$ cat config.mk
export PLATFORM = sky130hd
export DESIGN_NAME = add_top
export DESIGN_NICKNAME = d
export VERILOG_FILES = /design/src/rtl/add_top.sv
export SDC_FILE = /design/constraint.sdc
export NUM_CORES = 1
export LEC_CHECK = 0
export ABC_AREA = 0
export CAP_MARGIN = 5
export CELL_PAD_IN_SITES_DETAIL_PLACEMENT = 2
export CELL_PAD_IN_SITES_GLOBAL_PLACEMENT = 2
export CORE_MARGIN = 2
export CORE_UTILIZATION = 23
export CTS_BUF_LIST = sky130_fd_sc_hd__clkbuf_16
export CTS_CLUSTER_DIAMETER = 200
export CTS_CLUSTER_SIZE = 20
export DETAILED_ROUTE_END_ITERATION = 16
export PLACE_DENSITY_LB_ADDON = 0.1
export SYNTH_ARGS = -nofsm -noshare
export SYNTH_HDL_FRONTEND = slang
export SYNTH_HIERARCHICAL = 1
export SYNTH_SLANG_ARGS = --single-unit
$ cat constraint.sdc
create_clock -name clk -period 0.96 [get_ports clk]
set_clock_uncertainty 0.2 [all_clocks]
set_input_delay 0.096 -clock clk [delete_from_list [all_inputs] [get_ports clk]]
set_output_delay 0.096 -clock clk [all_outputs]
set_load 0.1 [all_outputs]
$ cat src/rtl/add_top.sv
// add_top: signed ripple-carry adder/subtractor with registered result and overflow flag.
// Optional macro ADD_TOP_SATURATE_EN clamps the result to the signed range on overflow.

// add_top_fa: 1-bit full adder stage of the ripple chain
module add_top_fa (
    input  logic a,
    input  logic b,
    input  logic ci,
    output logic s,
    output logic co
);
    assign s  = a ^ b ^ ci;
    assign co = (a & b) | (a & ci) | (b & ci);
endmodule

module add_top #(
    parameter int WIDTH = 6
) (
    input  logic             clk,
    input  logic             rst,
    input  logic             cin,
    input  logic [WIDTH-1:0] a,
    input  logic [WIDTH-1:0] b,
    output logic [WIDTH-1:0] out,
    output logic             overflow
);
    logic [WIDTH-1:0] bx;
    logic [WIDTH-1:0] s;
    logic [WIDTH:0]   c;
    logic             ovf;
    logic [WIDTH-1:0] out_d, out_q;
    logic             overflow_d, overflow_q;

    assign bx   = b ^ {WIDTH{cin}};
    assign c[0] = cin;

    genvar i;
    generate
        for (i = 0; i < WIDTH; i++) begin : g_fa
            add_top_fa u_fa (
                .a (a[i]),
                .b (bx[i]),
                .ci(c[i]),
                .s (s[i]),
                .co(c[i+1])
            );
        end
    endgenerate

    assign ovf = c[WIDTH] ^ c[WIDTH-1];

`ifdef ADD_TOP_SATURATE_EN
    // On overflow the true result has the sign of a, so clamp towards that end of the range
    always_comb begin
        overflow_d = ovf;
        out_d      = ovf ? (a[WIDTH-1] ? {1'b1, {(WIDTH-1){1'b0}}} : {1'b0, {(WIDTH-1){1'b1}}}) : s;
    end
`else
    // Wrapping build: the modulo-2^WIDTH sum passes straight through
    always_comb begin
        overflow_d = ovf;
        out_d      = s;
    end
`endif

    // Output register with asynchronous clear
    always_ff @(posedge clk or posedge rst) begin
        if (rst) begin
            out_q      <= '0;
            overflow_q <= 1'b0;
        end else begin
            out_q      <= out_d;
            overflow_q <= overflow_d;
        end
    end

    assign out      = out_q;
    assign overflow = overflow_q;
endmodule

==> run summary, run 1 <==
Cell area after layout: 812 µm²
RSZ-0062 raised after global routing: yes
FILL cells: 144
CTS Buffer Depth: 2
Top-area cell type share of the netlist area: 0.471
Area after DPL: 706 µm²
WL/cell: 14.7 µm
Vias: 263
Status: complete, but fails checks
Die X: 44.2 µm
# diodes: 0
Switching share of power: 0.412
H-tree depth: 1
Post-route ant nets: 0
First-pass GRT wire length: 1.62 mm
Final WL: 973 µm
CP Launch Type: input port
IR drop worst, VDD: 0.00122 V
Max Freq: 360 MHz
Post-Syn Area: 372 µm²
Final Hold Fails: 7
Placed Instances: 60
Asr flop ratio synth: 1.00
GRT overflow: 0
Initial antenna violation count: 0
Comb pwr share: 0.510
Multi-input gate area: 211 µm²
WP data required: 0.87 ns
Yosys warnings: 6
Violations in the final reports: hold timing, setup timing
Initial core utilization: 0.247
Internal power: 1.39 mW
Total die area: 0.00195 mm²
Clock power share: 0.293
Largest net degree at the start of global routing: 8
Global-route usage over all layers: 0.126
Hold slack final: -0.0972 ns
Pwr/cell area: 2920 mW/mm²
Mean post-synth cell area: 16.9 µm²
Syn Inst Count: 22
Post-synth top area cell: dfrtp_1
Final worst setup slack: -1.82 ns
Vias in the first global route: 356
MaxCap Viol Count: 0
Synth unique cells: 5
Worst Hold Class: in2async
Slew Limit Fails: 0
Storage element area: 183 µm²
Via/cell ratio: 3.98
DR DRC count: 0
Worst-Margin Slew: 0.259 ns
Clock transition at path regs: 0.04 ns
Clock sink count: 7
CTS tree: done
Crit path max fanout: 2
Setup crit end kind: register
Min Clock Period, post-route: 2.78 ns
Final Power: 2.37 mW
Relative slew slack: 0.827
Worst endpoint data arrival time: 2.69 ns
FP Rows: 14
Period Utilization, post-route: 2.89
Final net count: 72
CTS Buf Count: 3
Port bufs: 21
Area contributors post-synth: dfrtp_1 (47%), fa_1 (32%), xor2_1 (16%)
Layout Utilization: 0.539
Non-Filler Instances: 66
Drt first pass iters: 1
Core ar.: 0.00151 mm²
Clock root buffer: clkbuf_16
Final Wtd Congestion: 0.577
Die height: 44.2 µm
Initial DRC count: 0
IO Pins: 22
Synth Register Bits: 7
Sw power: 976 µW
Post-synth EDFFs: 0
Layout cells sized above 1: 0.600
Endpoints failing setup: 13
Synth cell count leaders: dfrtp_1 (7), xor2_1 (7), fa_1 (6)
Leak: 0.342 nW
Area grow syn2layout: 119%
Sequential share of power: 0.197
Kind of critical path: in2reg
Main synth FF type: dfrtp_1
Sequential area share after synthesis: 0.471
Syn Nets: 43
Setup TNS: -7.98 ns
sequential cells by signal, summed over array words and instances, names as in the netlist:
name / cells
overflow: 1
out: 6
cells in the final DEF, fill, tap and decap left out:
cell type,instances
dfrtp_1,1
dfrtp_2,6
clkdlybuf4s50_1,10
xor2_1,5
buf_12,7
fa_2,6
buf_4,3
buf_6,3
clkdlybuf4s15_1,1
clkbuf_16,3
dlygate4sd2_1,1
inv_1,2
xor2_2,2
timing repair:
action                                 in CTS  in global routing
setup endpoints to repair                  14                 13
pin swaps                                   9                  5
gates resized for setup                    16                  0
endpoints found under the hold margin       7                  7
setup buffers                               2                  0
power by group through the flow:
stage	logic [mW]	clock network (mW)	registers, mW
floorplan	0.116	0	1.03
global placement	1.17	0	0.459
detailed placement	1.21	0	0.473
CTS	1.23	0.718	0.471
global route	1.25	0.726	0.477
finish	1.21	0.694	0.466
cell type report:
class / count / share of cell area
Tap cell: 16 / 0.0247
Timing Repair Buffer: 25 / 0.388
Sequential cell: 7 / 0.225
Inverter: 1 / 0.00462
Clock inverter: 1 / 0.00462
Multi-Input combinational cell: 13 / 0.260
Clock buffer: 3 / 0.0924
per-stage QoR:
step / hold WS, ns / worst slack (ns)
6_report: -0.0972 / -1.82
5_1_grt: -0.0644 / -1.90
4_1_cts: -0.0767 / -2.01
3_5_place_dp: 0.160 / -2.48
3_3_place_gp: 0.132 / -2.42
2_1_floorplan: -0.301 / -2.01
worst max-delay path by stage:
stage	start	endpoint	slack, ns	cells past startpoint
after floorplan	cin	overflow	-2.01	9
after global placement	cin	overflow	-2.42	9
after detailed placement	cin	overflow	-2.48	9
after CTS	b[0]	overflow	-2.01	9
after global routing	b[0]	overflow	-1.90	9
final	b[0]	overflow	-1.82	9
cell families (layout without fill, tap and decap cells):
group	count (synthesis)	count (layout)	synth area share
xor gates and xnor gates	7	7	0.165
adders and majority gates	6	6	0.323
DFF	7	7	0.471
buffers and inverters	2	30	0.0404
layer usage:
layer | part of all wire | vias to the layer above | track usage
li1 | - | 117 | -
met1 | 0.34 | 133 | 0.122
met2 | 0.62 | 13 | 0.232
met3 | 0.040 | 0 | 0.0163
met4 | 0 | 0 | 0.109
met5 | 0 | - | 0
critical path: stages:
cell and delay, ns:
buf_6 0.09, xor2_2 0.16, fa_2 0.34, fa_2 0.35, fa_2 0.35, fa_2 0.36
fa_2 0.41, fa_2 0.36, xor2_1 0.17
Power figures use the tool's default switching activity.
==> run 2, diff against run 1 <==
- CTS_BUF_LIST: sky130_fd_sc_hd__clkbuf_16 -> not set
==> run 2 against run 1 <==
The run still ends with hold timing, setup timing left; setup slack improved by 0.011 ns; utilization shrank 3.5 points; fmax up 0.40%; combinational power is essentially flat; non-clock buffer count stayed put; highest routed layer unchanged; clock power decreased by 63%; count of clock-buffer cells in the layout increased by 1.
==> run summary, run 2 (synthesized netlist as in run 1, its figures left out) <==
CP Launch Type: input port (unchanged)
Storage element area: 183 µm² (unchanged)
DR DRC count: 0 (unchanged)
Worst endpoint data arrival time: 2.70 ns (was 2.69 ns)
RSZ-0062 raised after global routing: yes (unchanged)
Clock sink count: 7 (unchanged)
Commonest non-fill, non-tap cell in the layout: clkdlybuf4s50_1 (unchanged)
Endpoints failing setup: 13 (unchanged)
Final Hold Fails: 7 (unchanged)
H-tree depth: 1 (unchanged)
Clock transition at path regs: 0.05 ns (was 0.04 ns)
Min Clock Period, post-route: 2.77 ns (was 2.78 ns)
Die height: 44.2 µm (unchanged)
CP Cell Sequence: buf_6, xor2_2, fa_2, fa_2, fa_2, fa_2, fa_2, fa_2, xor2_1 (unchanged)
CTS tree: done (unchanged)
Period Utilization, post-route: 2.88 (was 2.89)
Kind of critical path: in2reg (unchanged)
Largest net degree at the start of global routing: 8 (unchanged)
Largest stage delay on the critical path: 0.41 ns (about the same)
First-pass GRT wire length: 1.60 mm (was 1.62 mm)
Port bufs: 21 (unchanged)
Final Power: 1.94 mW (was 2.37 mW)
Final net count: 72 (unchanged)
Status: complete, but fails checks (unchanged)
Global-route usage over all layers: 0.121 (was 0.126)
Relative slew slack: 0.816 (was 0.827)
Vias: 270 (was 263)
Layout Utilization: 0.504 (was 0.539)
Initial DRC count: 2 (was 0)
Initial core utilization: 0.247 (unchanged)
MaxCap Viol Count: 0 (unchanged)
Largest register FFs: 6 (unchanged)
CTS Buf Count: 3 (unchanged)
Drt first pass iters: 2 (was 1)
Layout cells sized above 1: 0.600 (unchanged)
Final WL: 968 µm (was 973 µm)
WP data required: 0.89 ns (was 0.87 ns)
Vias in the first global route: 345 (was 356)
Final Wtd Congestion: 0.577 (unchanged)
Place WS: -2.48 ns (unchanged)
Post-route ant nets: 0 (unchanged)
Core ar.: 0.00151 mm² (unchanged)
Total die area: 0.00195 mm² (unchanged)
# diodes: 0 (unchanged)
Die X: 44.2 µm (unchanged)
Critical path's slowest cell: fa_2 (unchanged)
WL/cell: 14.7 µm (about the same)
Slew Limit Fails: 0 (unchanged)
Final worst setup slack: -1.81 ns (was -1.82 ns)
Worst Hold Class: in2async (unchanged)
Cell area after layout: 759 µm² (was 812 µm²)
Most frequent CP cell: fa_2 (unchanged)
Multi-input gate area: 211 µm² (unchanged)
Commonest non-fill, non-tap cells in the layout: clkdlybuf4s50_1 (10), buf_12 (7), fa_2 (6), dfrtp_2 (6), xor2_1 (5) (unchanged)
FP Rows: 14 (unchanged)
Clock root buffer: clkbuf_4 (was clkbuf_16)
GRT overflow: 0 (unchanged)
Initial antenna violation count: 0 (unchanged)
FILL cells: 155 (was 144)
Leak: 0.315 nW (was 0.342 nW)
Area after DPL: 706 µm² (unchanged)
Setup crit end kind: register (unchanged)
Max Freq: 361 MHz (was 360 MHz)
Via/cell ratio: 4.09 (was 3.98)
Pwr/cell area: 2550 mW/mm² (was 2920 mW/mm²)
IR drop worst, VDD: 0.00102 V (was 0.00122 V)
Violations in the final reports: hold timing, setup timing (unchanged)
Area grow syn2layout: 104% (was 119%)
CTS Buffer Depth: 2 (unchanged)
Worst-Margin Slew: 0.276 ns (was 0.259 ns)
Crit path max fanout: 2 (unchanged)
Hold slack final: -0.114 ns (was -0.0972 ns)
IO Pins: 22 (unchanged)
run 2: stage by stage:
stage,setup TNS [ns],cells
after floorplan,-8.75,22
after global routing,-8.52,66
after global placement,-11.36,60
after detailed placement,-11.70,60
final,-8.16,66
after CTS,-8.96,66
run 2: power by group:
group | internal (mW) | leakage (nW) | switching (mW)
registers | 0.391 | 0.0756 | 0.0732
logic | 0.461 | 0.224 | 0.754
clock network | 0.158 | 0.0150 | 0.0980
run 2: critical path, delay by kind of cell:
| kind | cells | cell delay (ns) |
|---|---|---|
| fa+ha+maj | 6 | 2.18 |
| xor+xnor | 2 | 0.31 |
| buf+inv | 1 | 0.10 |
run 2: how the worst max path moves through the flow:
stage / start / end / cells past startpoint / slack [ns]
after CTS: b[0] / overflow / 9 / -1.98
after global routing: b[0] / overflow / 9 / -1.86
after global placement: cin / overflow / 9 / -2.42
after detailed placement: cin / overflow / 9 / -2.48
final: b[0] / overflow / 9 / -1.81
after floorplan: cin / overflow / 9 / -2.01
run 2: timing repair:
action                                  in CTS  in global routing
endpoints found under the setup margin      14                 13
setup buffers                                2                  0
hold endpoints to repair                     7                  7
pin swaps                                    9                  7
gates resized for setup                     16                  0
run 2: routing by layer:
layer,share of wire,wire [µm],track usage,vias to the layer above
li1,-,-,-,118
met1,0.32,308,0.122,139
met2,0.64,620,0.238,13
met3,0.040,39,0.0163,0
met4,0,0,0.0545,0
met5,0,0,0,-
run 2: layout make-up:
cell class | count | share of cell area
Clock buffer | 4 | 0.0346
Timing Repair Buffer | 25 | 0.415
Sequential cell | 7 | 0.241
Tap cell | 16 | 0.0264
Inverter | 1 | 0.00494
Multi-Input combinational cell | 13 | 0.278
==> run 3, diff against run 2 <==
- SETUP_SLACK_MARGIN: not set -> 0.3
- SLEW_MARGIN: not set -> 20
==> run 3 against run 2 <==
The flow still finishes with violations (hold timing, setup timing); die area is the same; combinational power about the same; fmax is 0.31% higher; first-iteration DRC count shrank 100%; count of clock-buffer cells in the layout down 1; sequential cell count did not move; global-route usage up 1.9 points; setup slack better by 0.0086 ns; sequential power up 8.0%; critical path depth unchanged.
==> run summary, run 3 (synthesized netlist as in run 1, its figures left out) <==
IO Pins: 22 (unchanged)
H-tree depth: 1 (unchanged)
Post-route ant nets: 0 (unchanged)
WL/cell: 16.1 µm (was 14.7 µm)
Storage element area: 201 µm² (was 183 µm²)
Final Wtd Congestion: 0.629 (was 0.577)
Vias in the first global route: 355 (was 345)
Clock transition at path regs: 0.06 ns (was 0.05 ns)
Largest register FFs: 6 (unchanged)
CTS tree: done (unchanged)
Min Clock Period, post-route: 2.76 ns (was 2.77 ns)
Global-route usage over all layers: 0.140 (was 0.121)
CP Launch Type: input port (unchanged)
Final WL: 1.05 mm (was 968 µm)
Port bufs: 21 (unchanged)
Slew Limit Fails: 0 (unchanged)
Worst Hold Class: in2async (unchanged)
Worst-Margin Slew: 0.272 ns (was 0.276 ns)
WP data required: 0.90 ns (was 0.89 ns)
Via/cell ratio: 4.15 (was 4.09)
Relative slew slack: 0.818 (was 0.816)
First-pass GRT wire length: 1.72 mm (was 1.60 mm)
Initial antenna violation count: 0 (unchanged)
Hold slack final: -0.118 ns (was -0.114 ns)
Worst endpoint data arrival time: 2.69 ns (was 2.70 ns)
# diodes: 0 (unchanged)
DR DRC count: 0 (unchanged)
Final net count: 71 (was 72)
Clock root buffer: clkbuf_4 (unchanged)
Area grow syn2layout: 109% (was 104%)
Multi-input gate area: 219 µm² (was 211 µm²)
Largest stage delay on the critical path: 0.41 ns (about the same)
IR drop worst, VDD: 0.00101 V (was 0.00102 V)
Core ar.: 0.00151 mm² (unchanged)
Initial core utilization: 0.247 (unchanged)
GRT overflow: 0 (unchanged)
Pwr/cell area: 2560 mW/mm² (was 2550 mW/mm²)
Status: complete, but fails checks (unchanged)
Most frequent CP cell: fa_2 (unchanged)
HPWL Detailed: 947 µm
FP Rows: 14 (unchanged)
Leak: 0.313 nW (was 0.315 nW)
Setup TNS: -8.56 ns (was -8.16 ns)
Final Hold Fails: 7 (unchanged)
CTS Buffer Depth: 2 (unchanged)
Kind of critical path: in2reg (unchanged)
Drt first pass iters: 1 (was 2)
Commonest non-fill, non-tap cell in the layout: clkdlybuf4s50_1 (unchanged)
Critical path's slowest cell: fa_2 (unchanged)
Layout cells sized above 1: 0.653 (was 0.600)
Final worst setup slack: -1.80 ns (was -1.81 ns)
Period Utilization, post-route: 2.87 (was 2.88)
MaxCap Viol Count: 0 (unchanged)
Die height: 44.2 µm (unchanged)
Layout Utilization: 0.516 (was 0.504)
Violations in the final reports: hold timing, setup timing (unchanged)
Vias: 270 (unchanged)
RSZ-0062 raised after global routing: yes (unchanged)
CP Cell Sequence: buf_8, xor2_2, fa_2, fa_2, fa_2, fa_2, fa_2, fa_2, xor2_2 (was buf_6, xor2_2, fa_2, fa_2, fa_2, fa_2, fa_2, fa_2, xor2_1)
Largest net degree at the start of global routing: 8 (unchanged)
Place WS: -2.54 ns (was -2.48 ns)
Total die area: 0.00195 mm² (unchanged)
Die X: 44.2 µm (unchanged)
Endpoints failing setup: 13 (unchanged)
Crit path max fanout: 2 (unchanged)
Initial DRC count: 0 (was 2)
Clock sink count: 7 (unchanged)
Setup crit end kind: register (unchanged)
Max Freq: 363 MHz (was 361 MHz)
Commonest non-fill, non-tap cells in the layout: clkdlybuf4s50_1 (10), dfrtp_4 (7), buf_12 (7) (was clkdlybuf4s50_1 (10), buf_12 (7), fa_2 (6), dfrtp_2 (6), xor2_1 (5))
CTS Buf Count: 3 (unchanged)
FILL cells: 154 (was 155)
[run 3: path summary, 6_finish.rpt]
kind / from / endpoint
min in group clk: a[0] / out[0]
worst max-delay path: cin / overflow
max in group asynchronous: rst / out[2]
worst min-delay path: rst / out[1]
[run 3: cell type report]
cell class / count / area share
Clock buffer: 3 / 0.0290
Clock inverter: 1 / 0.00644
Inverter: 1 / 0.00483
Multi-Input combinational cell: 13 / 0.282
Sequential cell: 7 / 0.259
Tap cell: 16 / 0.0258
Timing Repair Buffer: 24 / 0.393
[run 3: repair_timing]
item,4_1_cts,5_1_grt
pin swaps,4,3
endpoints found under the setup margin,14,14
buffers inserted,1,1
resized for setup,17,0
hold endpoints to repair,7,7
[run 3: worst max-delay path: cells and delay by family]
kind | cells | cell delay, ns
adders and majority gates | 6 | 2.18
xor gates and xnor gates | 2 | 0.33
buffers and inverters | 1 | 0.10
[run 3: metrics by stage]
step           instances  instance area (µm²)  hold WS (ns)  power (mW)
6_report              65                  777        -0.118        1.99
5_1_grt               65                  777        -0.116        2.08
4_1_cts               64                  769        -0.107        2.01
3_5_place_dp          59                  717         0.166        1.72
3_3_place_gp          59                  717         0.131        1.66
2_1_floorplan         22                  429        -0.300        1.19
[run 3: layer usage]
layer	vias up	global-route usage	routed length [µm]
met5	-	0	0
met2	17	0.294	683
met4	0	0.0727	20
li1	115	-	-
met1	134	0.0997	260
met3	4	0.0531	82
[run 3: where the power goes]
| group | switching, mW | leakage (nW) | internal, mW |
|---|---|---|---|
| sequential | 0.0714 | 0.0753 | 0.430 |
| clock | 0.113 | 0.0177 | 0.152 |
| combinational | 0.761 | 0.220 | 0.459 |
